`config.mk`:
```
export PLATFORM = sky130hd
export DESIGN_NAME = mc_control
export DESIGN_NICKNAME = d
export VERILOG_FILES = /design/src/rtl/mc_control.sv
export SDC_FILE = /design/constraint.sdc
export NUM_CORES = 1
export LEC_CHECK = 0
export CORE_MARGIN = 10
export CORE_UTILIZATION = 35
export DETAILED_ROUTE_END_ITERATION = 8
export GPL_TIMING_DRIVEN = 0
export HOLD_SLACK_MARGIN = 0.02
export PLACE_DENSITY = 0.7
export SKIP_CTS_REPAIR_TIMING = 1
export SYNTH_ARGS = -nofsm -noshare
export SYNTH_HDL_FRONTEND = slang
export SYNTH_SLANG_ARGS = --single-unit
```
`constraint.sdc`:
```
create_clock -name clk -period 1.8 [get_ports clk]
set_clock_uncertainty 0.05 [all_clocks]
set_input_delay 0.36 -clock clk [delete_from_list [all_inputs] [get_ports clk]]
set_output_delay 0.36 -clock clk [all_outputs]
set_load 0.05 [all_outputs]
```
`src/rtl/mc_control.sv`:
```
// mc_control - multi-cycle main control FSM for the non-pipelined MIPS core.
//
// Steps the shared ALU, register file, PC and unified memory through the
// fetch / decode / execute / memory / writeback sequence. It stalls on the
// mem_ready handshake. A wait that runs too long is abandoned with an
// illegal pulse.
//
// Parameters:
//   CNT_W        width of the retired-instruction counter
//   MEM_TIMEOUT  wait cycles allowed on mem_ready before aborting (0 = never)
//
// Optional feature (macro MC_PERF_CNT_EN):
//   defined   -> instr_count_o counts retired instructions, wrapping
//   undefined -> instr_count_o is tied to zero and no counter flops exist
//
// Ports:
//   clk, rst_n        rising-edge clock, asynchronous active-low reset
//   opcode_i          instr[31:26] from the instruction register
//   mem_ready_i       memory access completes this cycle
//   pcwrite_o         unconditional PC load
//   pcwritecond_o     PC load when ALU zero
//   iord_o            memory address select (0 PC, 1 ALUOut)
//   memread_o         memory read strobe
//   memwrite_o        memory write strobe
//   irwrite_o         instruction register load
//   memtoreg_o        register write data select (1 MDR)
//   regdst_o          destination select (1 rd, 0 rt)
//   regwrite_o        register file write enable
//   alusrca_o         ALU A select (0 PC, 1 rs)
//   alusrcb_o         ALU B select (00 rt, 01 4, 10 imm, 11 imm<<2)
//   aluop_o           ALU control (00 add, 01 sub, 10 funct)
//   pcsource_o        PC source (00 ALU, 01 ALUOut, 10 jump target)
//   illegal_o         one-cycle pulse on bad opcode, bad state or timeout
//   state_o           current state encoding, for debug
//   instr_count_o     retired instruction count

module mc_control #(
    parameter int CNT_W       = 32,
    parameter int MEM_TIMEOUT = 255
) (
    input  logic             clk,
    input  logic             rst_n,
    input  logic [5:0]       opcode_i,
    input  logic             mem_ready_i,
    output logic             pcwrite_o,
    output logic             pcwritecond_o,
    output logic             iord_o,
    output logic             memread_o,
    output logic             memwrite_o,
    output logic             irwrite_o,
    output logic             memtoreg_o,
    output logic             regdst_o,
    output logic             regwrite_o,
    output logic             alusrca_o,
    output logic [1:0]       alusrcb_o,
    output logic [1:0]       aluop_o,
    output logic [1:0]       pcsource_o,
    output logic             illegal_o,
    output logic [3:0]       state_o,
    output logic [CNT_W-1:0] instr_count_o
);

    typedef enum logic [3:0] {
        FETCH  = 4'd0,
        DECODE = 4'd1,
        MEMADR = 4'd2,
        MEMRD  = 4'd3,
        MEMWB  = 4'd4,
        MEMWR  = 4'd5,
        EXEC   = 4'd6,
        ALUWB  = 4'd7,
        BRANCH = 4'd8,
        JUMP   = 4'd9,
        ADDIEX = 4'd10,
        ADDIWB = 4'd11
    } state_e;

    localparam logic [5:0] OP_RTYPE = 6'b000000;
    localparam logic [5:0] OP_LW    = 6'b100011;
    localparam logic [5:0] OP_SW    = 6'b101011;
    localparam logic [5:0] OP_BEQ   = 6'b000100;
    localparam logic [5:0] OP_J     = 6'b000010;
    localparam logic [5:0] OP_ADDI  = 6'b001000;

    state_e      state_q, state_d;
    logic [7:0]  waitCnt_q, waitCnt_d;
    logic [5:0]  opcode_q;
    logic        illegal_q, illegal_d;
    logic        waiting;
    logic        timeoutHit;

    // Counts the cycles spent stalled on mem_ready in one of the
    // memory-access states.
    assign waiting = ((state_q == FETCH) || (state_q == MEMRD) || (state_q == MEMWR))
                     && !mem_ready_i;

    // The timeout fires on the cycle that would be the MEM_TIMEOUT-th
    // consecutive stalled cycle. With MEM_TIMEOUT=N the strobe is therefore
    // held for exactly N cycles before the abort.
    assign timeoutHit = (MEM_TIMEOUT != 0) && waiting
                        && (waitCnt_q == 8'(MEM_TIMEOUT - 1));

    // State register plus the registered illegal pulse, wait counter and the
    // opcode captured in DECODE. The captured opcode lets MEMADR choose
    // between lw and sw.
    always_ff @(posedge clk or negedge rst_n) begin
        if (!rst_n) begin
            state_q   <= FETCH;
            waitCnt_q <= 8'd0;
            opcode_q  <= 6'd0;
            illegal_q <= 1'b0;
        end else begin
            state_q   <= state_d;
            waitCnt_q <= waitCnt_d;
            illegal_q <= illegal_d;
            if (state_q == DECODE) begin
                opcode_q <= opcode_i;
            end
        end
    end

    // Next-state logic.
    always_comb begin
        state_d   = state_q;
        illegal_d = 1'b0;
        case (state_q)
            FETCH: begin
                if (mem_ready_i) begin
                    state_d = DECODE;
                end else if (timeoutHit) begin
                    illegal_d = 1'b1;
                end
            end
            DECODE: begin
                case (opcode_i)
                    OP_LW, OP_SW: state_d = MEMADR;
                    OP_RTYPE:     state_d = EXEC;
                    OP_BEQ:       state_d = BRANCH;
                    OP_J:         state_d = JUMP;
                    OP_ADDI:      state_d = ADDIEX;
                    default: begin
                        state_d   = FETCH;
                        illegal_d = 1'b1;
                    end
                endcase
            end
            MEMADR: state_d = (opcode_q == OP_LW) ? MEMRD : MEMWR;
            MEMRD: begin
                if (mem_ready_i) begin
                    state_d = MEMWB;
                end else if (timeoutHit) begin
                    state_d   = FETCH;
                    illegal_d = 1'b1;
                end
            end
            MEMWB:  state_d = FETCH;
            MEMWR: begin
                if (mem_ready_i) begin
                    state_d = FETCH;
                end else if (timeoutHit) begin
                    state_d   = FETCH;
                    illegal_d = 1'b1;
                end
            end
            EXEC:   state_d = ALUWB;
            ALUWB:  state_d = FETCH;
            BRANCH: state_d = FETCH;
            JUMP:   state_d = FETCH;
            ADDIEX: state_d = ADDIWB;
            ADDIWB: state_d = FETCH;
            default: begin
                state_d   = FETCH;
                illegal_d = 1'b1;
            end
        endcase

        // A timeout in FETCH keeps the state but starts a fresh window.
        if ((state_d != state_q) || timeoutHit) begin
            waitCnt_d = 8'd0;
        end else if (waiting && (waitCnt_q != 8'hFF)) begin
            waitCnt_d = waitCnt_q + 8'd1;
        end else begin
            waitCnt_d = waitCnt_q;
        end
    end

    // Moore outputs. They are forced low while rst_n is asserted, so the
    // FETCH read strobe cannot show during reset. In FETCH, the PC and IR
    // loads wait for the fetched word.
    always_comb begin
        pcwrite_o     = 1'b0;
        pcwritecond_o = 1'b0;
        iord_o        = 1'b0;
        memread_o     = 1'b0;
        memwrite_o    = 1'b0;
        irwrite_o     = 1'b0;
        memtoreg_o    = 1'b0;
        regdst_o      = 1'b0;
        regwrite_o    = 1'b0;
        alusrca_o     = 1'b0;
        alusrcb_o     = 2'b00;
        aluop_o       = 2'b00;
        pcsource_o    = 2'b00;
        if (rst_n) begin
            case (state_q)
                FETCH: begin
                    memread_o = 1'b1;
                    alusrcb_o = 2'b01;
                    irwrite_o = mem_ready_i;
                    pcwrite_o = mem_ready_i;
                end
                DECODE: begin
                    alusrcb_o = 2'b11;
                end
                MEMADR, ADDIEX: begin
                    alusrca_o = 1'b1;
                    alusrcb_o = 2'b10;
                end
                MEMRD: begin
                    memread_o = 1'b1;
                    iord_o    = 1'b1;
                end
                MEMWB: begin
                    regwrite_o = 1'b1;
                    memtoreg_o = 1'b1;
                end
                MEMWR: begin
                    memwrite_o = 1'b1;
                    iord_o     = 1'b1;
                end
                EXEC: begin
                    alusrca_o = 1'b1;
                    aluop_o   = 2'b10;
                end
                ALUWB: begin
                    regwrite_o = 1'b1;
                    regdst_o   = 1'b1;
                end
                BRANCH: begin
                    alusrca_o     = 1'b1;
                    aluop_o       = 2'b01;
                    pcwritecond_o = 1'b1;
                    pcsource_o    = 2'b01;
                end
                JUMP: begin
                    pcwrite_o  = 1'b1;
                    pcsource_o = 2'b10;
                end
                ADDIWB: begin
                    regwrite_o = 1'b1;
                end
                default: begin
                end
            endcase
        end
    end

    assign illegal_o = illegal_q;
    assign state_o   = state_q;

`ifdef MC_PERF_CNT_EN
    logic [CNT_W-1:0] instrCount_q;
    logic             retire;

    // Retirement is the normal completion edge back into FETCH. Illegal and
    // timeout returns are deliberately excluded.
    assign retire = (state_q == MEMWB) || (state_q == ALUWB) || (state_q == BRANCH)
                    || (state_q == JUMP) || (state_q == ADDIWB)
                    || ((state_q == MEMWR) && mem_ready_i);

    always_ff @(posedge clk or negedge rst_n) begin
        if (!rst_n) begin
            instrCount_q <= '0;
        end else if (retire) begin
            instrCount_q <= instrCount_q + CNT_W'(1);
        end
    end

    assign instr_count_o = instrCount_q;
`else
    assign instr_count_o = '0;
`endif

endmodule
```
==> reports/metrics.cfg, run 1 <==
[worst_setup_path]
worstPathMaxFanout = 8
critPathLaunchType = register
data_required_time_of_the_worst_path_ps = 1910
critPathLaunch = state_o[0]
wp_data_arrival_ps = 2150
cp_cell_sequence = nand2b_4, a32o_2, a2111o_1, a211o_4, a211oi_2
regToRegSetupSlack_ps = -240
path_buf_inv = 0
cp_slowest_cell = sky130_fd_sc_hd__dfrtp_2
cpPeakStageDelay_ps = 460
worst_r2r_startpoint = state_o[0]
crit_type = register to register
critPathCaptureType = register
cp_top_family = compound AO/OA/AOI/OAI gates

[finish]
mostFrequentLayoutCells = sky130_fd_sc_hd__buf_4, sky130_fd_sc_hd__conb_1, sky130_fd_sc_hd__buf_6, sky130_fd_sc_hd__dfrtp_1, sky130_fd_sc_hd__nor2_1
fill_cell_count = 376
n_antenna_cell = 0
areaGrowthSynthToFinish_pct = 66.2
final_cell_area_um2 = 2630
num-nets-final = 282
layout.cells.most_common = sky130_fd_sc_hd__buf_4
drive_above_1_share_pct = 45.6

[place]
numPortBuffers = 29
post_dp_area_um2 = 2230
hpwl_dp_um = 3160
globalplace.congestion = 0.831

[synth]
ys_seq_area_share_pct = 30.0
prevailing_post_synth_register_cell = sky130_fd_sc_hd__dfrtp_1
syn-instance-count = 189
netlist-cell-type-count = 47
postSynthAreaPerCell_um2 = 8.37
ys_seq_elements = 19
asyncSetResetFlopFracSynth_pct = 100
cell_area_synth_um2 = 1580
synth_enable_flop_cells = 0
synthesis.yosys.warnings = 0

[power_and_ir_drop]
total_power_mw = 1.61
total_leakage_power_nw = 1.31
max-vdd-ir-drop_uv = 407
pwr_density_cell_nw_per_um2 = 613

[drt]
detail_route.wl_per_cell_um = 13.6
drc = 0
drt_iter0_drc = 93
drt-pass1-iter-count = 4
finalWirelength_um = 4370
vias_per_cell = 4.71
routed-via-count = 1517
antenna_left = 0

[clocking]
clk_root_buffer_cell = sky130_fd_sc_hd__clkbuf_8
cts-buffers-inserted = 3
clock_sink_count = 19
cts-htree-levels = 1
cts_tree = built
clock_insertion_delay_worst_skew_ps = 250
clock_transition_at_path_regs_ps = 70
ctsLongestPathBuffers = 2

[floorplanning]
boundaryPins = 62
fp.dieW_um = 87.2
die_area_um2 = 7610
start_util_pct = 36.4
die-height_um = 87.2
core-area_um2 = 4350
rows = 24

[sta]
fmaxAchievable_mhz = 491
slew_viol_final = 0
finalWorstPathRequiredPeriod_ps = 2040
timing.final.crit_share_pct = 113
grt_setup_unrepaired = true
setup_viol = 22
setup_ws_ps = -236
slew_headroom_pct = 41.2
count_of_endpoints_failing_hold_in_the_final_timing_report = 0
worst_pin_slew_ps = 878

[global_route]
grt_max_degree = 25
grt_pass1_wl_um = 6670
grt_antenna_before_repair = 0
grt_pass1_vias = 1429
grt_overflow = 0
overall_global_routing_resource_usage_pct = 10.3

[hold_path]
hold_path_class = register to register
min-delay-start = waitCnt_q[7]

[job]
timing.max_cap.violations = 0

[status]
run_status = complete, but fails checks
failed_checks = negative setup slack

-- per-layer routing --
| layer | part of all wire (%) | vias to the layer above | routed length [um] | GRT usage (%) |
|---|---|---|---|---|
| li1 | - | 769 | - | - |
| met1 | 43 | 681 | 1890 | 12.7 |
| met2 | 47 | 59 | 2080 | 16.3 |
| met3 | 7.7 | 8 | 336 | 3.46 |
| met4 | 1.6 | 0 | 71 | 3.77 |
| met5 | 0 | - | 0 | 0 |
-- report_power, final --
group          total (mW)  switching (mW)  internal [mW]
Sequential          0.543          0.0569          0.487
Combinational       0.783           0.455          0.328
Clock               0.285           0.128          0.157
-- final timing paths --
kind                       depth (start not counted)      endpoint
setup / recovery                                   5  waitCnt_q[7]
setup reg to reg                                   5  waitCnt_q[7]
hold / removal                                     1  waitCnt_q[7]
min in group asynchronous                          2    state_o[2]
hold reg to reg                                    1  waitCnt_q[7]
max in group asynchronous                          2    state_o[3]
-- flip-flops by register name (all words and copies together) (netlist names) --
register	count
state_o	4
illegal_o	1
waitCnt_q	8
opcode_q	6
-- worst register-to-register path, stage by stage (launching register included) --
cell	delay, ps
sky130_fd_sc_hd__dfrtp_2	460
sky130_fd_sc_hd__nand2b_4	170
sky130_fd_sc_hd__a32o_2	270
sky130_fd_sc_hd__a2111o_1	420
sky130_fd_sc_hd__a211o_4	370
sky130_fd_sc_hd__a211oi_2	200
-- cell type report --
type	instances	area [um^2]	area share, %
well taps	52	65.1	2.47
plain buffers	38	317	12.0
inverters	7	28.8	1.09
multi-input cells	154	1140	43.4
clock buffers	4	45.0	1.71
repair buffers	48	553	21.0
flip-flops and latches	19	480	18.3
-- through the flow --
| stage | setup TNS, ps | setup slack (ps) | util, % | std cells | hold slack (ps) |
|---|---|---|---|---|---|
| final | -2590 | -236 | 60.4 | 322 | 450 |
| after floorplan | -3960 | -413 | - | 220 | 14.4 |
| after CTS | -28110 | -1760 | 52.3 | 305 | 449 |
| after global routing | -4340 | -303 | 60.4 | 322 | 488 |
| after detailed placement | -30190 | -1760 | 51.3 | 301 | 431 |
| after global placement | -29650 | -1730 | 51.3 | 301 | 433 |
-- cells by family (layout without fill, tap and decap cells) --
kind of cell | count (synthesis) | after routing | synth area share [%]
adders and majority gates | 2 | 2 | 1.58
xor gates and xnor gates | 8 | 8 | 4.43
AOI/OAI and AO/OA | 36 | 36 | 18.2
buffers and inverters | 47 | 97 | 19.1
muxes | 6 | 6 | 4.27
other | 1 | 32 | 0.237
and+or+nand+nor | 70 | 70 | 22.1
DFF | 19 | 19 | 30.0
-- cell usage after synthesis (3+ instances only) --
cell / count / area [um^2]
sky130_fd_sc_hd__inv_1: 7 / 26.3
sky130_fd_sc_hd__nor2_1: 18 / 67.6
sky130_fd_sc_hd__o21ai_0: 3 / 15.0
sky130_fd_sc_hd__nand2b_1: 6 / 37.5
sky130_fd_sc_hd__mux2_2: 6 / 67.6
sky130_fd_sc_hd__nand2_1: 12 / 45.0
sky130_fd_sc_hd__dfrtp_1: 19 / 475
sky130_fd_sc_hd__nand3_1: 5 / 25.0
sky130_fd_sc_hd__a21oi_1: 9 / 45.0
sky130_fd_sc_hd__nor4_1: 3 / 18.8
sky130_fd_sc_hd__clkbuf_1: 3 / 11.3
sky130_fd_sc_hd__xnor2_1: 6 / 52.6
sky130_fd_sc_hd__o21a_1: 3 / 22.5
sky130_fd_sc_hd__buf_4: 33 / 248
sky130_fd_sc_hd__nor3_1: 13 / 65.1
(Power assumes the default switching activity.)
==> inputs of run 2 (changes only) <==
--- a/config.mk
+++ b/config.mk
@@ -10,8 +10,9 @@
 export DETAILED_ROUTE_END_ITERATION = 8
 export GPL_TIMING_DRIVEN = 0
 export HOLD_SLACK_MARGIN = 0.02
-export PLACE_DENSITY = 0.7
+export PLACE_DENSITY = 0.68
 export SKIP_CTS_REPAIR_TIMING = 1
+export SLEW_MARGIN = 20
 export SYNTH_ARGS = -nofsm -noshare
 export SYNTH_HDL_FRONTEND = slang
 export SYNTH_SLANG_ARGS = --single-unit
==> constraint.sdc (replaced) <==
create_clock -name clk -period 2.07 [get_ports clk]
set_clock_uncertainty 0.05 [all_clocks]
set_input_delay 0.414 -clock clk [delete_from_list [all_inputs] [get_ports clk]]
set_output_delay 0.414 -clock clk [all_outputs]
set_load 0.05 [all_outputs]
==> run 2 against run 1 <==
The flow still finishes with violations (negative setup slack). Flip-flop and latch count is the same. Sequential share of layout area increased by 2.4 points. Register-to-register slack better by 300 ps. Critical path depth is 1 higher. Die area unchanged. Largest power group unchanged.
==> reports/metrics.cfg, run 2 (synthesized netlist as in run 1, its figures left out) <==
[worst_setup_path]
critPathCaptureType = primary output
wp_data_arrival_ps = 1630  ; -520 ps
cp_top_family = buffers and inverters
cpPeakStageDelay_ps = 420  ; -40 ps
worst_r2r_startpoint = state_o[0]
timing.critical_path.mode_cell = sky130_fd_sc_hd__buf_6
ff2ff_path_depth = 6  ; +1
data_required_time_of_the_worst_path_ps = 1610  ; -300 ps
cp_slowest_cell = sky130_fd_sc_hd__dfrtp_2
endpoint = regwrite_o
path_buf_inv = 3  ; +3
worstPathMaxFanout = 7  ; -1
crit_path_cell_count = 6  ; +1
cp_cell_sequence = buf_6, buf_8, nand2b_4, o22a_1, nor2_4, buf_6
regToRegSetupSlack_ps = 60  ; +300 ps
crit_type = register to primary output
critPathLaunch = state_o[2]
r2r-end = waitCnt_q[7]
critPathLaunchType = register

[finish]
areaGrowthSynthToFinish_pct = 47.1
n_antenna_cell = 0  ; unchanged
drive_above_1_share_pct = 41.4  ; -4.2 points
layout.cells.most_common = sky130_fd_sc_hd__buf_4
biggest_register = waitCnt_q
mostFrequentLayoutCells = sky130_fd_sc_hd__buf_4, sky130_fd_sc_hd__conb_1, sky130_fd_sc_hd__dfrtp_1
num-nets-final = 273  ; -3.2%
number_of_flip_flops_in_the_largest_register = 8  ; unchanged
fill_cell_count = 423  ; +13%
final_cell_area_um2 = 2330  ; -12%

[clocking]
clock_insertion_delay_worst_skew_ps = 260  ; about the same
clock_transition_at_path_regs_ps = 70  ; about the same
ctsLongestPathBuffers = 2  ; unchanged
cts-htree-levels = 1  ; unchanged
clock_sink_count = 19  ; unchanged
cts_tree = built
clk_root_buffer_cell = sky130_fd_sc_hd__clkbuf_8
cts-buffers-inserted = 3  ; unchanged

[sta]
setup_ws_ps = -23.8  ; +212 ps
slew_viol_final = 0  ; unchanged
grt_setup_unrepaired = true
whs_ps = 33.6  ; -416 ps
slew_headroom_pct = 60.4  ; +19 points
worst_pin_slew_ps = 594  ; -285 ps
setup_viol = 1  ; -95%
count_of_endpoints_failing_hold_in_the_final_timing_report = 0  ; unchanged
fmaxAchievable_mhz = 478
timing.final.crit_share_pct = 101
finalWorstPathRequiredPeriod_ps = 2090

[drt]
detail_route.wl_per_cell_um = 13.5  ; -0.44%
finalWirelength_um = 4230  ; -3.2%
drt-pass1-iter-count = 4  ; unchanged
drt_iter0_drc = 94  ; +1.1%
antenna_left = 0  ; unchanged
drc = 0  ; unchanged
vias_per_cell = 4.70  ; -0.18%
routed-via-count = 1472  ; -3.0%

[global_route]
grt_overflow = 0  ; unchanged
top_usage_layer = met2
grt_pass1_wl_um = 6420  ; -3.7%
grt.met2_usage_pct = 15.6  ; -0.66 points
grt_pass1_vias = 1359  ; -4.9%
grt_antenna_before_repair = 0  ; unchanged
overall_global_routing_resource_usage_pct = 10.0  ; -0.27 points
use_met1_pct = 12.3  ; -0.33 points
global_route.usage.met3_pct = 3.65  ; +0.19 points
grt_max_degree = 25  ; unchanged

[floorplanning]
die-height_um = 87.2  ; unchanged
boundaryPins = 62  ; unchanged
fp.dieW_um = 87.2  ; unchanged
die_area_um2 = 7610  ; unchanged
start_util_pct = 36.4  ; unchanged
rows = 24  ; unchanged
core-area_um2 = 4350  ; unchanged

[place]
post_dp_area_um2 = 2190  ; -1.8%
hpwl_dp_um = 3190  ; +0.95%
numPortBuffers = 29  ; unchanged
globalplace.congestion = 0.833  ; +0.25%

[status]
failed_checks = negative setup slack
run_status = complete, but fails checks

[power_and_ir_drop]
total_leakage_power_nw = 1.11  ; -16%
total_power_mw = 1.34  ; -17%
pwr_density_cell_nw_per_um2 = 573  ; -6.4%
max-vdd-ir-drop_uv = 324  ; -20%

[hold_path]
hold_path_class = input port to asynchronous set/reset pin

[job]
timing.max_cap.violations = 0  ; unchanged

==> run 2: cell count changes in the layout (fill, tap and decap cells not counted), sizes merged <==
cell and delta:
buf -15, clkbuf +7, clkdlybuf4s50 +8, dlygate4sd3 -1, dlymetal6s2s -8
==> run 2: worst min path at each step <==
stage,startpoint,end,slack [ps],cells after the start
after CTS,waitCnt_q[7],waitCnt_q[7],440,1
final,rst_n,state_o[2],30,1
after detailed placement,waitCnt_q[7],waitCnt_q[7],430,1
after global routing,rst_n,state_o[0],50,1
after global placement,waitCnt_q[7],waitCnt_q[7],430,1
after floorplan,rst_n,illegal_o,70,0
==> run 2: power by group <==
part	leakage (nW)	internal, mW	switching [mW]
registers	0.241	0.423	0.0485
clock network	0.0228	0.137	0.121
logic	0.843	0.233	0.373
==> run 2: final cells by class <==
type | count | area, um^2 | share of cell area, %
Multi-Input combinational cell | 154 | 1070 | 45.9
Sequential cell | 19 | 480 | 20.6
Clock buffer | 4 | 45.0 | 1.93
Timing Repair Buffer | 37 | 318 | 13.6
Tap cell | 52 | 65.1 | 2.79
Inverter | 7 | 26.3 | 1.13
Buffer | 40 | 324 | 13.9
==> run 2: layer usage <==
metal | routed length, um | vias to the layer above
li1 | - | 755
met1 | 1920 | 657
met2 | 1910 | 56
met3 | 353 | 4
met4 | 46 | 0
met5 | 0 | -
==> run 2: per-stage QoR <==
stage | cells | utilization (%) | setup slack (ps) | setup TNS, ps
floorplan | 220 | - | -197 | -435
global placement | 301 | 50.3 | -1550 | -24310
detailed placement | 301 | 50.3 | -1570 | -24550
CTS | 305 | 51.4 | -1560 | -22140
global route | 313 | 53.5 | -89.6 | -180
finish | 313 | 53.5 | -23.8 | -23.8
==> inputs of run 3 (changes only) <==
--- a/config.mk
+++ b/config.mk
@@ -11,7 +11,6 @@
 export GPL_TIMING_DRIVEN = 0
 export HOLD_SLACK_MARGIN = 0.02
 export PLACE_DENSITY = 0.68
-export SKIP_CTS_REPAIR_TIMING = 1
 export SLEW_MARGIN = 20
 export SYNTH_ARGS = -nofsm -noshare
 export SYNTH_HDL_FRONTEND = slang
==> run 3 against run 2 <==
The run now ends clean. Fmax grew 4.0%. Combinational power is 2% higher. Sequential power about the same. Count of clock-buffer cells in the layout unchanged. Die area unchanged. Wire length rose by 0.43%. Final cell count did not move. Sequential share of layout area about the same. Non-clock buffer count did not move. Critical path type unchanged. Highest routed layer unchanged.
==> reports/metrics.cfg, run 3 (synthesized netlist as in run 1, its figures left out) <==
[clocking]
clk_root_buffer_cell = sky130_fd_sc_hd__clkbuf_8
clock_transition_at_path_regs_ps = 70  ; about the same
clock_sink_count = 19  ; unchanged
cts_tree = built
clock_insertion_delay_worst_skew_ps = 250  ; about the same
ctsLongestPathBuffers = 2  ; unchanged
cts-buffers-inserted = 3  ; unchanged
cts-htree-levels = 1  ; unchanged

[global_route]
grt_antenna_before_repair = 0  ; unchanged
grt_max_degree = 20  ; -20%
grt_overflow = 0  ; unchanged
grt_pass1_wl_um = 6470  ; +0.75%
overall_global_routing_resource_usage_pct = 10.2  ; +0.15 points
grt_pass1_vias = 1374  ; +1.1%

[floorplanning]
fp.dieW_um = 87.2  ; unchanged
die-height_um = 87.2  ; unchanged
start_util_pct = 36.4  ; unchanged
boundaryPins = 62  ; unchanged
rows = 24  ; unchanged
die_area_um2 = 7610  ; unchanged
core-area_um2 = 4350  ; unchanged

[worst_setup_path]
data_required_time_of_the_worst_path_ps = 1610  ; about the same
path_buf_inv = 1  ; -2
ff2ff_path_depth = 6  ; unchanged
regToRegSetupSlack_ps = 60  ; about the same
worstPathMaxFanout = 8  ; +1
critPathCaptureType = primary output
r2r-end = waitCnt_q[7]
critPathLaunchType = register
cp_top_family = buffers and inverters
crit_type = register to primary output
cp_cell_sequence = clkdlybuf4s50_1
cp_slowest_cell = sky130_fd_sc_hd__clkdlybuf4s50_1
wp_data_arrival_ps = 1550  ; -80 ps
worst_r2r_startpoint = state_o[0]
cpPeakStageDelay_ps = 840  ; +420 ps

[drt]
drc = 0  ; unchanged
drt_iter0_drc = 83  ; -12%
detail_route.wl_per_cell_um = 13.6  ; +0.43%
routed-via-count = 1476  ; +0.27%
finalWirelength_um = 4250  ; +0.43%
vias_per_cell = 4.72  ; +0.27%
drt-pass1-iter-count = 4  ; unchanged
antenna_left = 0  ; unchanged

[power_and_ir_drop]
pwr_density_cell_nw_per_um2 = 575  ; +0.30%
power_switching_uw = 545  ; +0.58%
clock_power_share_pct = 19.1  ; -0.2 points
total_power_mw = 1.34  ; +0.51%
power.switching_fraction_pct = 40.6  ; about the same
power.sequential.fraction_pct = 35.0  ; -0.3 points
total_leakage_power_nw = 1.09  ; -1.3%
max-vdd-ir-drop_uv = 325  ; +0.17%
internal-power_uw = 797  ; +0.47%
comb_power_share_pct = 45.9  ; +0.5 points

[place]
dp_cells = 301  ; unchanged
hpwl_dp_um = 3190  ; unchanged
post_dp_area_um2 = 2190  ; unchanged
numPortBuffers = 29  ; unchanged
globalplace.congestion = 0.833  ; unchanged

[finish]
number_of_standard_cells_in_the_layout_taps_in_and_fillers_out = 313  ; unchanged
drive_above_1_share_pct = 41.4  ; unchanged
layout.cells.most_common = sky130_fd_sc_hd__buf_4
n_antenna_cell = 0  ; unchanged
num-nets-final = 273  ; unchanged
number_of_flip_flops_in_the_largest_register = 8  ; unchanged
biggest_register = waitCnt_q
final_cell_area_um2 = 2330  ; +0.22%
mostFrequentLayoutCells = sky130_fd_sc_hd__buf_4, sky130_fd_sc_hd__conb_1, sky130_fd_sc_hd__dfrtp_1
areaGrowthSynthToFinish_pct = 47.4

[hold_path]
min-delay-start = waitCnt_q[7]
hold_path_end = waitCnt_q[7]
worstHoldPathCells = 1
hold_path_class = register to register

[sta]
setup_total_negative_slack_ps = 0  ; +23.8 ps
grt_setup_unrepaired = true
slew_headroom_pct = 40.9  ; -20 points
timing.final.crit_share_pct = 97.2  ; -3.9 points
finalWorstPathRequiredPeriod_ps = 2010  ; -80.8 ps
slew_viol_final = 0  ; unchanged
setup_viol = 0  ; -1
count_of_endpoints_failing_hold_in_the_final_timing_report = 0  ; unchanged
fmaxAchievable_mhz = 497  ; +4.0%
whs_ps = 448  ; +414 ps
worst_pin_slew_ps = 883  ; +290 ps

[job]
timing.max_cap.violations = 0  ; unchanged

[status]
run_status = complete, no violations

-- run 3: power groups by stage --
stage | registers [mW] | logic (mW) | clock network, mW
floorplan | 0.487 | 0.435 | 0
finish | 0.470 | 0.616 | 0.256
detailed placement | 0.469 | 0.574 | 0
global route | 0.476 | 0.661 | 0.284
global placement | 0.466 | 0.571 | 0
CTS | 0.462 | 0.583 | 0.266
-- run 3: worst max-delay path by stage --
| stage | depth (start not counted) | slack [ps] | to | start |
|---|---|---|---|---|
| global route | 6 | -30 | waitCnt_q[7] | state_o[0] |
| global placement | 5 | -1550 | pcwrite_o | rst_n |
| detailed placement | 5 | -1570 | pcwrite_o | rst_n |
| floorplan | 5 | -200 | pcwrite_o | state_o[2] |
| finish | 1 | 60 | state_o[1] | state_o[1] |
| CTS | 4 | 8 | aluop_o[0] | state_o[2] |
-- run 3: routing by layer --
layer / track usage, % / vias to the layer above / wire, um
met2: 15.9 / 57 / 1880
met5: 0 / - / 0
li1: - / 753 / -
met4: 4.20 / 0 / 88
met1: 12.2 / 658 / 1880
met3: 3.84 / 8 / 397
-- run 3: timing repair --
item,in CTS,in global routing
gates resized for setup,102,17
hold buffers,1,0
hold endpoints to repair,19,0
setup buffers,2,6
setup endpoints to repair,24,16
pin swaps,2,4
-- run 3: through the flow --
stage                     util (%)  worst slack, ps
after floorplan                  -             -197
after global placement        50.3            -1550
after detailed placement      50.3            -1570
after CTS                     51.6             7.94
after global routing          53.6            -26.4
final                         53.6             57.1
-- run 3: layout make-up --
type	instances	area [um^2]
multi-input combinational	154	1080
inverter	7	26.3
fill	414	2020
clock buffer	4	45.0
buffer	39	317
timing repair buffer	38	315
sequential	19	480
tap	52	65.1
